`config.mk`:
```
export PLATFORM = sky130hd
export DESIGN_NAME = mips_muldiv_flat
export DESIGN_NICKNAME = d
export VERILOG_FILES = /design/src/rtl/mips_muldiv_if.sv /design/src/rtl/mips_muldiv.sv /design/src/flat_wrapper.sv
export SDC_FILE = /design/constraint.sdc
export NUM_CORES = 1
export LEC_CHECK = 0
export CORE_MARGIN = 4
export CORE_UTILIZATION = 55
export DETAILED_ROUTE_END_ITERATION = 7
export DONT_BUFFER_PORTS = 1
export PLACE_DENSITY = 0.75
export SYNTH_ARGS = -nofsm -noshare
export SYNTH_HDL_FRONTEND = slang
export SYNTH_SLANG_ARGS = --single-unit
```
`constraint.sdc`:
```
create_clock -name clock -period 3.25 [get_ports clock]
set_input_delay 0.325 -clock clock [delete_from_list [all_inputs] [get_ports clock]]
set_output_delay 0.325 -clock clock [all_outputs]
set_load 0.02 [all_outputs]
```
`src/rtl/mips_muldiv_if.sv`:
```
// Issue/result bundle between a MIPS pipeline and its HI/LO multiply-divide unit.
interface mips_muldiv_if;
  logic        start;
  logic [1:0]  op;
  logic [31:0] s;
  logic [31:0] t;
  logic        mthi;
  logic        mtlo;
  logic [31:0] d;
  logic        busy;
  logic        done;
  logic [31:0] hi;
  logic [31:0] lo;

  modport master (
    output start, op, s, t, mthi, mtlo, d,
    input  busy, done, hi, lo
  );

  modport slave (
    input  start, op, s, t, mthi, mtlo, d,
    output busy, done, hi, lo
  );
endinterface

```
`src/rtl/mips_muldiv.sv`:
```
// Iterative radix-2 MULT/MULTU/DIV/DIVU unit owning the HI/LO registers.
// One step per cycle for 32 cycles, then one sign-fix cycle that writes HI/LO.
module mips_muldiv (
  input logic          clock,
  input logic          reset,
  mips_muldiv_if.slave bus
);

  localparam logic [1:0] StIdle = 2'd0;
  localparam logic [1:0] StRun  = 2'd1;
  localparam logic [1:0] StFix  = 2'd2;

  logic [1:0]  state_q;
  logic [4:0]  cnt_q;
  logic [1:0]  op_q;
  logic        neg_s_q;
  logic        neg_t_q;
  logic [31:0] opnd_q;
  logic [63:0] acc_q;
  logic [31:0] hi_q;
  logic [31:0] lo_q;
  logic        done_q;

  logic        in_neg_s;
  logic        in_neg_t;
  logic [31:0] in_mag_s;
  logic [31:0] in_mag_t;
  logic [32:0] mul_sum;
  logic [63:0] mul_next;
  logic        div_ge;
  logic [31:0] div_trial;
  logic [63:0] div_next;
  logic [63:0] prod;
  logic [31:0] quo;
  logic [31:0] rem;
  logic [31:0] res_hi;
  logic [31:0] res_lo;

  // Sign bits are only meaningful for the signed ops; unsigned ops keep raw operands.
  always_comb begin
    in_neg_s = ~bus.op[0] & bus.s[31];
    in_neg_t = ~bus.op[0] & bus.t[31];
    in_mag_s = in_neg_s ? (32'd0 - bus.s) : bus.s;
    in_mag_t = in_neg_t ? (32'd0 - bus.t) : bus.t;
  end

  // Multiply: acc = {partial, multiplier}; add multiplicand on LSB, then shift right.
  always_comb begin
    mul_sum  = {1'b0, acc_q[63:32]} + (acc_q[0] ? {1'b0, opnd_q} : 33'd0);
    mul_next = {mul_sum, acc_q[31:1]};
  end

  // Divide: acc = {remainder, dividend}; 33-bit trial of shifted remainder vs divisor.
  always_comb begin
    div_ge    = acc_q[63:31] >= {1'b0, opnd_q};
    div_trial = acc_q[62:31] - opnd_q;
    div_next  = div_ge ? {div_trial, acc_q[30:0], 1'b1} : {acc_q[62:0], 1'b0};
  end

  always_comb begin
    prod = (neg_s_q ^ neg_t_q) ? (64'd0 - acc_q) : acc_q;
    quo  = (neg_s_q ^ neg_t_q) ? (32'd0 - acc_q[31:0]) : acc_q[31:0];
    rem  = neg_s_q ? (32'd0 - acc_q[63:32]) : acc_q[63:32];
    if (op_q[1]) begin
      res_hi = rem;
      res_lo = quo;
    end else begin
      res_hi = prod[63:32];
      res_lo = prod[31:0];
    end
  end

  always_ff @(posedge clock) begin
    if (reset) begin
      state_q <= StIdle;
      cnt_q   <= 5'd0;
      op_q    <= 2'd0;
      neg_s_q <= 1'b0;
      neg_t_q <= 1'b0;
      opnd_q  <= 32'd0;
      acc_q   <= 64'd0;
      hi_q    <= 32'd0;
      lo_q    <= 32'd0;
      done_q  <= 1'b0;
    end else begin
      done_q <= 1'b0;
      case (state_q)
        StIdle: begin
          if (bus.mthi) hi_q <= bus.d;
          if (bus.mtlo) lo_q <= bus.d;
          if (bus.start) begin
            op_q    <= bus.op;
            neg_s_q <= in_neg_s;
            neg_t_q <= in_neg_t;
            cnt_q   <= 5'd0;
            state_q <= StRun;
            if (bus.op[1]) begin
              opnd_q <= in_mag_t;
              acc_q  <= {32'd0, in_mag_s};
            end else begin
              opnd_q <= in_mag_s;
              acc_q  <= {32'd0, in_mag_t};
            end
          end
        end
        StRun: begin
          acc_q <= op_q[1] ? div_next : mul_next;
          cnt_q <= cnt_q + 5'd1;
          if (cnt_q == 5'd31) state_q <= StFix;
        end
        StFix: begin
          hi_q    <= res_hi;
          lo_q    <= res_lo;
          done_q  <= 1'b1;
          state_q <= StIdle;
        end
        default: state_q <= StIdle;
      endcase
    end
  end

  assign bus.busy = (state_q != StIdle);
  assign bus.done = done_q;
  assign bus.hi   = hi_q;
  assign bus.lo   = lo_q;

endmodule

```
`src/flat_wrapper.sv`:
```
// flat-port wrapper written by rule: the top's interface ports become plain ports
module mips_muldiv_flat 
  (clock, reset, bus_start, bus_op, bus_s, bus_t, bus_mthi, bus_mtlo, bus_d, bus_busy, bus_done, bus_hi, bus_lo);
  mips_muldiv_if bus_i ();
  input logic clock;
  input logic reset;
  input wire logic [$bits(bus_i.start)-1:0] bus_start;
  input wire logic [$bits(bus_i.op)-1:0] bus_op;
  input wire logic [$bits(bus_i.s)-1:0] bus_s;
  input wire logic [$bits(bus_i.t)-1:0] bus_t;
  input wire logic [$bits(bus_i.mthi)-1:0] bus_mthi;
  input wire logic [$bits(bus_i.mtlo)-1:0] bus_mtlo;
  input wire logic [$bits(bus_i.d)-1:0] bus_d;
  output wire logic [$bits(bus_i.busy)-1:0] bus_busy;
  output wire logic [$bits(bus_i.done)-1:0] bus_done;
  output wire logic [$bits(bus_i.hi)-1:0] bus_hi;
  output wire logic [$bits(bus_i.lo)-1:0] bus_lo;
  assign bus_i.start = bus_start;
  assign bus_i.op = bus_op;
  assign bus_i.s = bus_s;
  assign bus_i.t = bus_t;
  assign bus_i.mthi = bus_mthi;
  assign bus_i.mtlo = bus_mtlo;
  assign bus_i.d = bus_d;
  assign bus_busy = bus_i.busy;
  assign bus_done = bus_i.done;
  assign bus_hi = bus_i.hi;
  assign bus_lo = bus_i.lo;
  mips_muldiv u_core (.clock(clock), .reset(reset), .bus(bus_i));
endmodule
```
==> results.yml <==
setup_path:
  path_depth: 13
  start_kind: "flip-flop"
  critPathMaxFanout: 11
  critPathCaptureType: "flip-flop"
  path_buf_inv: 3
  required_ns: 3.59
  crit_slowest_cell: "dfxtp_2"
  arrival_ns: 3.53
  critPathKind: "flip-flop to flip-flop"
  path_delay_family: "compound AO/OA/AOI/OAI gates"
  cp_cell_sequence: "inv_2 > clkbuf_16 > nor2_1 > ha_1 > a21oi_1 > nand2_1 > a211o_1 > a31o_2 > a221oi_1 > buf_4 > o21bai_1 > o211a_1 > nand3b_1"
  r2r_cells: 13
  cp_slowest_stage_delay_ns: 0.39
synth:
  synth.most_common_cell: "nor2_1"
  yosysTopAreaCell: "dfxtp_1"
  synth_ff_type: "dfxtp_1"
  postSynthAreaPerCell_um2: 7.32
  synth_edf_count: 0
  synth-seq-cells: 171
  synth_top_area_share_pct: 22.7
  synthTopCellsByArea: "dfxtp_1 23%, a21oi_1 7.0%, nor2_1 6.3%, ha_1 5.8%, xnor2_1 5.6%"
  yosysUniqueCellTypes: 99
  yosys-top-cells-count: "254 x nor2_1, 211 x a21oi_1, 177 x nand2_1"
  seq_area_frac_synth_pct: 22.7
  ys_warn_count: 0
  synth_area_um2: 15100
  synth_fp_nets: 2234
  syn_inst: 2059
  postSynth.asyncResetShare_pct: 0
grt:
  grt_first_pass_wirelength_mm: 88.5
  grt.total_usage_pct: 36.9
  grt_max_degree: 81
  grt_pass1_vias: 14800
  grt_antenna_before_repair: 5
  overflow: 0
floorplan:
  start_util_pct: 55.9
  core-area_um2: 27000
  ios: 169
  die_height_um: 174
  die_x_um: 174
  dieArea_um2: 30100
  num_rows: 60
sta:
  skew_ns: 0.0199
  hold_viol: 0
  setup_violations: 0
  period_minus_slack_ns: 3.19
  fmax_mhz: 313
  post-route-period-util_pct: 98.3
  fin_ws_ns: 0.0554
  tightest_slew_ns: 1.16
  maxSlewHeadroom_pct: 20.3
  setup_tns_ns: 0
  final-max-slew-violation-count: 0
power_and_ir_drop:
  peakVddDrop_uv: 374
  power_density_nw_per_um2: 429
  p_leak_nw: 6.67
  power_mw: 7.18
clock_tree:
  clk_pin_slew_ns: 0.09
  clkLatencyLatePin_ns: 0.44
  cts_buffer_depth: 2
  clock-sinks: 171
  cts_tree: "done"
  cts_root_buffer: "clkbuf_16"
  cts_buffers: 17
  cts_max_level: 4
placed_design:
  pre_cts_ws_ns: 0.125
  numPortBuffers: 0
  place_area_um2: 15900
  dp_hpwl_mm: 45.4
  place.gp.congestion: 0.981
routing:
  wl_mm: 59.1
  dr_total_vias: 16500
  via_per_inst: 6.83
  drtIter0Drc: 2078
  antenna_left: 0
  drc_errors: 0
  wire_per_inst_um: 24.4
  drt_first_pass_iters: 8
flow_run:
  maxCapViolCount: 0
final_layout:
  multi_input_area_um2: 10900
  area_growth_pct: 11.1
  stdcell_area_um2: 16700
  drive_above_1_share_pct: 11.3
  final_core_util_pct: 62.1
  final-seq-area_um2: 3430
  fill_cells: 2467
  final_nets: 2235
worst_hold_path:
  hold_path_class: "primary input to flip-flop"
  min_delay_path_depth: 2
run_status:
  status: "finished clean"
[cells by family (layout without fill, tap and decap cells)]
logic type	after synthesis	count (layout)	synth area share, %
flip-flops	171	171	22.7
other	0	4	0
buffers and inverters	219	233	5.71
XOR/XNOR	164	164	9.53
AO/OA/AOI/OAI	694	694	30.8
AND/OR/NAND/NOR	692	692	22.0
multiplexers	47	47	3.14
adder cells (fa/ha/maj)	72	72	6.08
[registers in the layout, summed over array words and instances, names as in the netlist]
register	cells
u_core.cnt_q	5
u_core.neg_s_q	1
u_core.bus.lo	32
u_core.acc_q	64
u_core.state_q	2
u_core.neg_t_q	1
u_core.bus.hi	32
u_core.op_q	1
u_core.opnd_q	32
u_core.bus.done	1
[metrics by stage]
step / instances / hold slack, ns
6_report: 2418 / 0.0394
3_3_place_gp: 2374 / 0.420
4_1_cts: 2409 / 0.0339
3_5_place_dp: 2374 / 0.424
2_1_floorplan: 2059 / 0.432
5_1_grt: 2418 / 0.0404
[report_power, final]
group | internal [mW] | leakage, nW | switching (mW)
sequential | 2.24 | 1.40 | 0.223
combinational | 0.946 | 4.96 | 1.56
clock | 1.12 | 0.306 | 1.08
total | 4.31 | 6.67 | 2.87
[placed cells by master (no fill, tap or decap), types with 39 or more instances in the layout]
master    netlist  layout
nand3_1        40      40
a21oi_1       211     209
xnor2_1        97      95
inv_1          70      69
nand2_1       177     176
o21ai_0       106     104
o211ai_1       39      39
nor3_1         45      45
ha_1           70      68
xor2_1         67      67
buf_4           4     120
dfxtp_1       171     167
mux2i_1        45      45
a211oi_1       68      67
nor2_1        254     252
[layout make-up]
type	instances	share of cell area, %
flip-flops and latches	171	20.5
diodes	4	0.0598
multi-input cells	1669	65.1
repair buffers	129	6.47
clock buffers	17	2.54
well taps	341	2.55
inverters	72	1.61
clock inverters	15	1.22
[routing by layer]
| metal | routed length [um] | vias up | global-route usage, % | part of all wire [%] |
|---|---|---|---|---|
| met4 | 2860 | 4 | 15.8 | 4.8 |
| met5 | 21 | - | 0 | 0.036 |
| li1 | - | 7547 | - | - |
| met1 | 23800 | 7690 | 50.0 | 40 |
| met2 | 25000 | 1108 | 55.2 | 42 |
| met3 | 7400 | 162 | 9.95 | 13 |
[worst paths after layout]
check                           to  slack, ns        startpoint
hold / removal    u_core.acc_q[52]       0.04             reset
setup reg to reg  u_core.acc_q[60]       0.06   u_core.acc_q[0]
setup / recovery  u_core.acc_q[60]       0.06   u_core.acc_q[0]
hold reg to reg   u_core.opnd_q[7]       0.46  u_core.opnd_q[7]
[timing repair]
item / CTS / global route
setup buffers: 0 / 4
resized for setup: 0 / 23
hold buffers: 3 / 0
hold endpoints to repair: 80 / 0
endpoints found under the setup margin: 0 / 12
No activity file was read; power rests on OpenSTA's default activity.
